**config.mk**
```make
export PLATFORM = sky130hd
export DESIGN_NAME = uart_mmio_bridge
export DESIGN_NICKNAME = d
export VERILOG_FILES = /design/src/rtl/uart_mmio_bridge.sv
export SDC_FILE = /design/constraint.sdc
export NUM_CORES = 1
export LEC_CHECK = 0
export CORE_MARGIN = 3
export CORE_UTILIZATION = 35
export CTS_BUF_LIST = sky130_fd_sc_hd__clkbuf_8
export DETAILED_ROUTE_END_ITERATION = 10
export GPL_TIMING_DRIVEN = 0
export HOLD_SLACK_MARGIN = 0.12
export PLACE_DENSITY = 0.56
export SYNTH_ARGS = -nofsm -noshare
export SYNTH_HDL_FRONTEND = slang
export SYNTH_SLANG_ARGS = --single-unit
```
**constraint.sdc**
```tcl
create_clock -name clock -period 5.36 [get_ports clock]
set_input_delay 0.536 -clock clock [delete_from_list [all_inputs] [get_ports clock]]
set_output_delay 0.536 -clock clock [all_outputs]
set_load 0.03 [all_outputs]
```
**src/rtl/uart_mmio_bridge.sv**
```systemverilog
// Memory-mapped bridge between the core data bus and a UART RX/TX pair.
// RX bytes are buffered with their parity flag; TX bytes are queued and handed to the transmitter one at a time.
module uart_mmio_bridge #(
    parameter int RX_DEPTH    = 8,
    parameter int TX_DEPTH    = 8,
    parameter int ACK_TIMEOUT = 16
) (
    input  logic        clock,
    input  logic        reset,
    input  logic [7:0]  rx_data,
    input  logic        rx_parity_err,
    input  logic        rx_valid,
    output logic [7:0]  tx_data,
    output logic        tx_send,
    input  logic        tx_busy,
    input  logic [3:0]  bus_addr,
    input  logic        bus_we,
    input  logic        bus_re,
    input  logic [31:0] bus_wdata,
    output logic [31:0] bus_rdata,
    output logic        irq_rx
);
    localparam int RX_AW = $clog2(RX_DEPTH);
    localparam int RX_CW = $clog2(RX_DEPTH + 1);
    localparam int TX_AW = $clog2(TX_DEPTH);
    localparam int TX_CW = $clog2(TX_DEPTH + 1);
    localparam int TO_W  = $clog2(ACK_TIMEOUT + 1);
    localparam logic [RX_CW-1:0] RX_FULL = RX_CW'(RX_DEPTH);
    localparam logic [TX_CW-1:0] TX_FULL = TX_CW'(TX_DEPTH);
    localparam logic [TO_W-1:0]  TO_LAST = TO_W'(ACK_TIMEOUT - 1);

    typedef enum logic [1:0] {IDLE, LAUNCH, WAIT_HI, WAIT_LO} state_t;

    logic [8:0]       rx_mem_q [RX_DEPTH];
    logic [8:0]       rx_mem_d [RX_DEPTH];
    logic [7:0]       tx_mem_q [TX_DEPTH];
    logic [7:0]       tx_mem_d [TX_DEPTH];
    logic [RX_AW-1:0] rx_wptr_q, rx_wptr_d, rx_rptr_q, rx_rptr_d;
    logic [RX_CW-1:0] rx_cnt_q, rx_cnt_d;
    logic [TX_AW-1:0] tx_wptr_q, tx_wptr_d, tx_rptr_q, tx_rptr_d;
    logic [TX_CW-1:0] tx_cnt_q, tx_cnt_d;
    logic [TO_W-1:0]  to_cnt_q, to_cnt_d;
    logic [7:0]       tx_data_q, tx_data_d;
    logic [2:0]       sticky_q, sticky_d;
    state_t           state_q, state_d;

    logic sel_data, sel_stat, rx_empty, rx_full, tx_empty, tx_full, tx_idle;
    logic rx_pop, rx_push, tx_wr, tx_pop, tx_push;
    logic [2:0] sticky_set, sticky_clr;
    logic unused_bits;

    assign unused_bits = ^{bus_addr[1:0], bus_wdata[31:8]};

    assign sel_data = (bus_addr[3:2] == 2'd0);
    assign sel_stat = (bus_addr[3:2] == 2'd1);
    assign rx_empty = (rx_cnt_q == '0);
    assign rx_full  = (rx_cnt_q == RX_FULL);
    assign tx_empty = (tx_cnt_q == '0);
    assign tx_full  = (tx_cnt_q == TX_FULL);
    assign tx_idle  = tx_empty && (state_q == IDLE);

    // A pop on an empty FIFO is suppressed, so a coincident push into an empty RX FIFO is kept.
    assign rx_pop  = bus_re && sel_data && !rx_empty;
    assign rx_push = rx_valid && (!rx_full || rx_pop);
    assign tx_pop  = (state_q == IDLE) && !tx_empty;
    assign tx_wr   = bus_we && sel_data;
    assign tx_push = tx_wr && (!tx_full || tx_pop);

    // Sticky bits {tx_overflow, rx_parity_seen, rx_overrun}; set takes priority over W1C.
    assign sticky_set = {tx_wr && tx_full && !tx_pop,
                         rx_valid && rx_parity_err,
                         rx_valid && rx_full && !rx_pop};
    assign sticky_clr = (bus_we && sel_stat) ? bus_wdata[6:4] : 3'b000;

    always_comb begin
        rx_mem_d  = rx_mem_q;
        rx_wptr_d = rx_wptr_q;
        rx_rptr_d = rx_rptr_q;
        rx_cnt_d  = rx_cnt_q;
        if (rx_push) begin
            rx_mem_d[rx_wptr_q] = {rx_parity_err, rx_data};
            rx_wptr_d = rx_wptr_q + RX_AW'(1);
        end
        if (rx_pop)
            rx_rptr_d = rx_rptr_q + RX_AW'(1);
        if (rx_push && !rx_pop)
            rx_cnt_d = rx_cnt_q + RX_CW'(1);
        else if (rx_pop && !rx_push)
            rx_cnt_d = rx_cnt_q - RX_CW'(1);
    end

    always_comb begin
        tx_mem_d  = tx_mem_q;
        tx_wptr_d = tx_wptr_q;
        tx_rptr_d = tx_rptr_q;
        tx_cnt_d  = tx_cnt_q;
        tx_data_d = tx_data_q;
        if (tx_push) begin
            tx_mem_d[tx_wptr_q] = bus_wdata[7:0];
            tx_wptr_d = tx_wptr_q + TX_AW'(1);
        end
        if (tx_pop) begin
            tx_data_d = tx_mem_q[tx_rptr_q];
            tx_rptr_d = tx_rptr_q + TX_AW'(1);
        end
        if (tx_push && !tx_pop)
            tx_cnt_d = tx_cnt_q + TX_CW'(1);
        else if (tx_pop && !tx_push)
            tx_cnt_d = tx_cnt_q - TX_CW'(1);
        sticky_d = (sticky_q & ~sticky_clr) | sticky_set;
    end

    // TX FSM next state; a missing busy acknowledge counts the byte as sent.
    always_comb begin
        state_d  = state_q;
        to_cnt_d = to_cnt_q;
        case (state_q)
            IDLE:    if (!tx_empty) state_d = LAUNCH;
            LAUNCH: begin
                state_d  = WAIT_HI;
                to_cnt_d = '0;
            end
            WAIT_HI: begin
                if (tx_busy)
                    state_d = WAIT_LO;
                else if (to_cnt_q == TO_LAST)
                    state_d = IDLE;
                else
                    to_cnt_d = to_cnt_q + TO_W'(1);
            end
            WAIT_LO: if (!tx_busy) state_d = IDLE;
            default: state_d = IDLE;
        endcase
    end

    always_comb begin
        tx_send = (state_q == LAUNCH);
        tx_data = tx_data_q;
        irq_rx  = !rx_empty;
    end

    always_comb begin
        bus_rdata = '0;
        if (bus_re) begin
            if (sel_data && !rx_empty)
                bus_rdata = {23'b0, rx_mem_q[rx_rptr_q]};
            else if (sel_stat)
                bus_rdata = {25'b0, sticky_q, tx_idle, tx_full, rx_full, !rx_empty};
        end
    end

    always_ff @(posedge clock) begin
        if (reset) begin
            rx_wptr_q <= '0;
            rx_rptr_q <= '0;
            rx_cnt_q  <= '0;
            tx_wptr_q <= '0;
            tx_rptr_q <= '0;
            tx_cnt_q  <= '0;
            to_cnt_q  <= '0;
            tx_data_q <= '0;
            sticky_q  <= '0;
            state_q   <= IDLE;
        end else begin
            rx_wptr_q <= rx_wptr_d;
            rx_rptr_q <= rx_rptr_d;
            rx_cnt_q  <= rx_cnt_d;
            tx_wptr_q <= tx_wptr_d;
            tx_rptr_q <= tx_rptr_d;
            tx_cnt_q  <= tx_cnt_d;
            to_cnt_q  <= to_cnt_d;
            tx_data_q <= tx_data_d;
            sticky_q  <= sticky_d;
            state_q   <= state_d;
        end
    end

    always_ff @(posedge clock) begin
        rx_mem_q <= rx_mem_d;
        tx_mem_q <= tx_mem_d;
    end
endmodule

```
Word-level counts from Yosys, hierarchy flattened
Cells that the tools add are included.
- input port bits: 51
- flip-flop bits (word level): 174
- output and inout bits: 42
- logic and storage cells: 127
- order comparisons: 6
- reduce and logical (&&, ||, !) cells: 39
- equal/unequal tests: 12
- $add $sub $neg: 9
- muxes and demuxes: 28
- bitwise gates (word level): 7
- operators by type and width (cell ; count):
    72-bit bitwise mux ; 1
    64-bit bitwise mux ; 1
    9-bit two-way mux ; 5
    9-bit binary-select mux with 3-bit select ; 1
    9-bit demux with 3-bit select ; 1
    8-bit binary-select mux with 3-bit select ; 1
    8-bit demux with 3-bit select ; 1
    8-bit two-way mux ; 3
    1-bit logical AND ; 20
    4-bit >= comparator (second input constant) ; 4
    4-bit two-way mux ; 4
    3-bit inverter with 4-bit output ; 4
    3-bit by 1-bit adder with 3-bit output (second input constant) ; 4
    5-bit two-way mux ; 2
    5-bit case mux with 2 select lines ; 1
    4-bit by 1-bit adder with 4-bit output (second input constant) ; 2
    4-bit == test (second input constant) ; 2
    1-bit logical NOT ; 8
    4-bit logical NOT ; 2
    4-bit by 1-bit < comparator with 1-bit output (second input constant) ; 2
    2-bit two-way mux ; 4
    2-bit != test (second input constant) ; 4
    2-bit case mux with 4 select lines ; 1
    4-bit by 1-bit subtractor with 4-bit output (second input constant) ; 2
    other kinds (14) ; 21

Logic depth before layout (Yosys ltp)
- depth after elaboration: 9
- depth in mapped cells: 12
- mapped depth without buffers: 11

Least setup slack after synthesis
OpenSTA, ideal clock, no wires.
- path type: register -> register
- start point: reg state_q[0]
- end point: reg tx_cnt_q[3]
- setup slack: 2.680 ns
- data arrival time: 2.559 ns
- setup time: 0.121 ns
- cell stages (with the launch flop): 13
- cell sequence: dfxtp_1 -> inv_1 -> ha_1 -> o41a_1 -> buf_2 -> inv_1 -> ha_1 -> inv_1 -> ha_1 -> a21oi_1 -> a211oi_1 -> a31oi_1 -> mux2_2
- cells in the longest elaborated chain, start to end: 7
- elaborated cells between the ends (all ways): 10
- ends and longest elaborated chain (item ; line ; text):
    start: declaration ; 45 ; state_t state_q, state_d;
    start signal: assignment ; 174 ; state_q <= state_d;
    2-bit logical NOT * ; 65 ; assign tx_pop = (state_q == IDLE) && !tx_empty;
    1-bit logical AND * ; 65 ;
    1-bit logical OR ; 67 ; assign tx_push = tx_wr && (!tx_full || tx_pop);
    1-bit logical AND ; 67 ;
    1-bit logical NOT ; 108 ; else if (tx_pop && !tx_push)
    1-bit logical AND ; 108 ;
    2-bit nonzero test (no line) ; - ;
    end signal: assignment ; 170 ; tx_cnt_q <= tx_cnt_d;
    end: declaration ; 41 ; logic [TX_CW-1:0] tx_cnt_q, tx_cnt_d;
Mark *: on every way between the ends. The rest lies on a longest branch, timed or not.
A chain may end at the register's enable or synchronous reset.

Worst setup path in the final report
- start point: reg rx_rptr_q[0]
- end point: out bus_rdata[6]
- cells in the longest elaborated chain, start to end: 6
- ends and longest elaborated chain (item ; line ; text):
    start: declaration ; 38 ; logic [RX_AW-1:0] rx_wptr_q, rx_wptr_d, rx_rptr_q, rx_rptr_d;
    start signal: assignment ; 166 ; rx_rptr_q <= rx_rptr_d;
    3-bit inverter with 4-bit output (not written as such) ; 146 ; bus_rdata = {23'b0, rx_mem_q[rx_rptr_q]};
    9-bit binary-select mux with 3-bit select ; 146 ;
    9-bit two-way mux (not written as such) (2 in series) ; 146 ;
    9-bit two-way mux ; 145 ; if (sel_data && !rx_empty)
    9-bit two-way mux ; 144 ; if (bus_re) begin
    end: declaration ; 20 ; output logic [31:0] bus_rdata,
Every way passes these cells. The select of a mux whose other input is x is not followed.

==> impl_metrics.py <==
metrics = {
    "layout": {
        "areaGrowthSynthToFinish_pct": 18.19,
        "multi_input_area_mm2": 0.002333,
        "diodes": 0,
        "nNetsFinal": 636,
        "fillers": 1873,
        "seq_area_mm2": 0.004845,
        "drive_above_1_share": 0.2366,
    },
    "place": {
        "place_ws_ns": 1.997,
        "hpwlAfterDp_mm": 10.26,
        "gp_routability_congestion": 0.7670,
        "io_buffers": 41,
    },
    "sta": {
        "rsz0062_at_grt": "false",
        "finalHoldViolCount": 0,
        "worst_pin_slew_ns": 1.124,
        "period_share": 0.6085,
        "finClkSkew_ns": 0.01577,
        "relSlewSlack": 0.2478,
        "report.final.slew_viol_count": 0,
        "setup_viol_count_final": 0,
        "fmax_mhz": 306.6,
        "finalSetupTns_ns": 0,
        "fin_ws_ns": 2.099,
        "period_minus_slack_ns": 3.261,
    },
    "global_route": {
        "grt_pass1_vias": 4171,
        "grt.overflow.total": 0,
        "grt_max_degree": 20,
        "grt_pass1_wl_mm": 23.11,
        "grt_util_all_layers": 0.1387,
        "antenna_found_initial": 0,
    },
    "clock_tree": {
        "hold_buffers": 0,
        "cts_buffers": 17,
        "tritoncts": "yes",
        "h-tree-depth": 4,
        "cts_sinks": 174,
        "clockRootBuffer": "clkbuf_8",
        "cts_buffer_depth": 2,
        "cts-resized-gates": 0,
        "clock_latency_ns": 0.47,
        "cts.clk_slew.worst_paths_ns": 0.09,
        "post_cts_buffers": 0,
    },
    "setup_path": {
        "startpoint_type": "register",
        "crit_fanout": 10,
        "max_stage_delay_ns": 0.61,
        "end_kind": "output port",
        "r2r-start": "state_q[0]",
        "crit_start": "rx_rptr_q[0]",
        "worstSetupPathType": "reg -> out",
        "cp_cell_sequence": "buf_4 -> buf_6 -> mux4_2 -> mux2i_1 -> o22ai_1 -> clkdlybuf4s50_1",
        "critical_path_arrival_ns": 2.73,
        "path_delay_family": "buffers and inverters",
        "cp.required_ns": 4.82,
        "cp_num_buf_inv": 3,
        "slowest_stage": "clkdlybuf4s50_1",
    },
    "synthesis": {
        "synth_area_leaders": "edfxtp_1 (55%), mux4_2 (10%), dfxtp_1 (10%), ha_1 (2.9%), buf_4 (2.5%)",
        "syn_area_mm2": 0.007402,
        "synth_commonest_cells": "edfxtp_1 (136), nor2_1 (47), dfxtp_1 (38), mux4_2 (34), buf_4 (25)",
        "ys_warn_count": 0,
        "syn_area_per_cell_um2": 15.49,
        "synth.distinct_cells": 52,
        "synthCells": 478,
        "yosysMostFrequentCell": "edfxtp_1",
        "ys_seq_area_frac": 0.6545,
        "synthFlopType": "edfxtp_1",
        "synth_edf_count": 136,
        "synth-async-reset-ratio": 0,
        "yosys.area.top_type_share": 0.5517,
        "yosysTopAreaCell": "edfxtp_1",
        "ys_seq_elements": 174,
    },
    "power": {
        "total_leakage_power_nw": 2.946,
        "p_sw_frac": 0.3471,
        "seqPwrFrac": 0.449,
        "p_clk_frac": 0.244,
        "p_int_w": 0.002411,
        "p_comb_frac": 0.307,
        "power.switching_w": 0.001282,
        "powerDensity_mw_per_mm2": 422.1,
        "irDropWorstVdd_mv": 0.1855,
    },
    "floorplan": {
        "ios": 93,
        "initial_core_util": 0.3612,
        "dieHeight_um": 151.4,
        "rows": 52,
        "die_w_um": 151.4,
        "core_area_mm2": 0.02049,
        "die_area_mm2": 0.02293,
    },
    "routing": {
        "drt-vias-per-instance": 4.859,
        "drt_iter0_drc": 272,
        "antenna_left": 0,
        "firstDrtPassIters": 5,
        "drc_errors": 0,
        "wl_mm": 15.19,
        "wire_per_inst_um": 17.89,
        "vias": 4125,
    },
    "flow_run": {
        "cap_viol_max_count": 0,
    },
    "hold_path": {
        "worstHoldPathType": "in -> reg",
        "min_from": "bus_addr[2]",
    },
    "run_status": {
        "status": "finished clean",
    },
}
==> worst register-to-register path: stages (launching register included) <==
cell,delay [ns]
dfxtp_1,0.36
inv_1,0.12
ha_1,0.39
o41a_1,0.33
buf_2,0.31
inv_1,0.08
ha_1,0.21
inv_1,0.13
ha_1,0.29
a21oi_1,0.20
a211oi_1,0.11
a31oi_1,0.17
mux2_2,0.34
==> cell families (layout without fill, tap and decap cells) <==
kind of cell / after synthesis / after routing / share of synthesized area
buf+inv: 56 / 135 / 0.04851
flops: 174 / 174 / 0.6545
mux: 47 / 47 / 0.1214
xor+xnor: 12 / 12 / 0.01623
compound gates: 50 / 50 / 0.04445
fa+ha+maj: 19 / 19 / 0.03414
other cells: 1 / 23 / 0.0005066
simple gates: 119 / 119 / 0.08029
==> per-layer routing <==
layer / global-route usage / share of wire
met3: 0.03651 / 0.045
met4: 0.04624 / 0.013
met5: 0 / 0
met1: 0.1708 / 0.44
met2: 0.2372 / 0.50
==> sequential cells by signal (all words and copies together), names as in the netlist, 4 cells and up <==
| signal | flops |
|---|---|
| to_cnt_q | 5 |
| rx_cnt_q | 4 |
| tx_data | 8 |
| tx_cnt_q | 4 |
| tx_mem_q | 64 |
| rx_mem_q | 72 |
==> cell usage in the layout (no fill, tap or decap), types with 5 or more instances in the layout <==
master	synthesis	final
nor2_1	47	47
a21oi_1	16	16
mux2i_1	11	11
buf_4	25	27
dfxtp_1	38	38
nand3_1	9	9
clkdlybuf4s50_1	0	41
nor3_1	18	10
ha_1	17	17
inv_1	10	10
buf_2	6	6
mux4_2	34	34
o22ai_1	11	11
nand2_1	16	16
conb_1	1	23
xor2_1	7	7
clkbuf_8	2	19
buf_6	3	7
nor3_2	0	8
nand2b_1	5	5
edfxtp_1	136	136
==> through the flow <==
stage	instances	instance area [um2]	total power (W)	utilization	hold WS [ns]
2_1_floorplan	500	7485	0.002483	-	0.4469
3_3_place_gp	811	8233	0.002791	0.4017	0.4610
3_5_place_dp	817	8346	0.002836	0.4072	0.4663
4_1_cts	849	8748	0.003739	0.4269	0.4445
5_1_grt	849	8748	0.003904	0.4269	0.4658
6_report	849	8748	0.003692	0.4269	0.4691
==> power by group through the flow <==
stage / Combinational, W / Clock [W] / Sequential (W)
after floorplan: 0.000754 / 0 / 0.00173
after global placement: 0.00111 / 0 / 0.00168
after detailed placement: 0.00115 / 0 / 0.00169
after CTS: 0.00116 / 0.000927 / 0.00166
after global routing: 0.00125 / 0.000986 / 0.00167
final: 0.00113 / 0.000902 / 0.00166
==> layout make-up <==
cell class	instances	share of cell area
clock buffers	17	0.02674
flip-flops and latches	174	0.5538
repair buffers	47	0.05378
plain buffers	44	0.03561
inverters	12	0.005435
well taps	270	0.03862
multi-input cells	270	0.2667
clock inverters	15	0.01931
==> worst paths after layout <==
check,end,slack (ns),cells past startpoint
worst max-delay path,bus_rdata[6],2.10,6
worst min register to register,to_cnt_q[1],0.48,2
worst min-delay path,sticky_q[1],0.47,4
worst max register to register,tx_cnt_q[3],2.22,12
(Power assumes the default switching activity.)
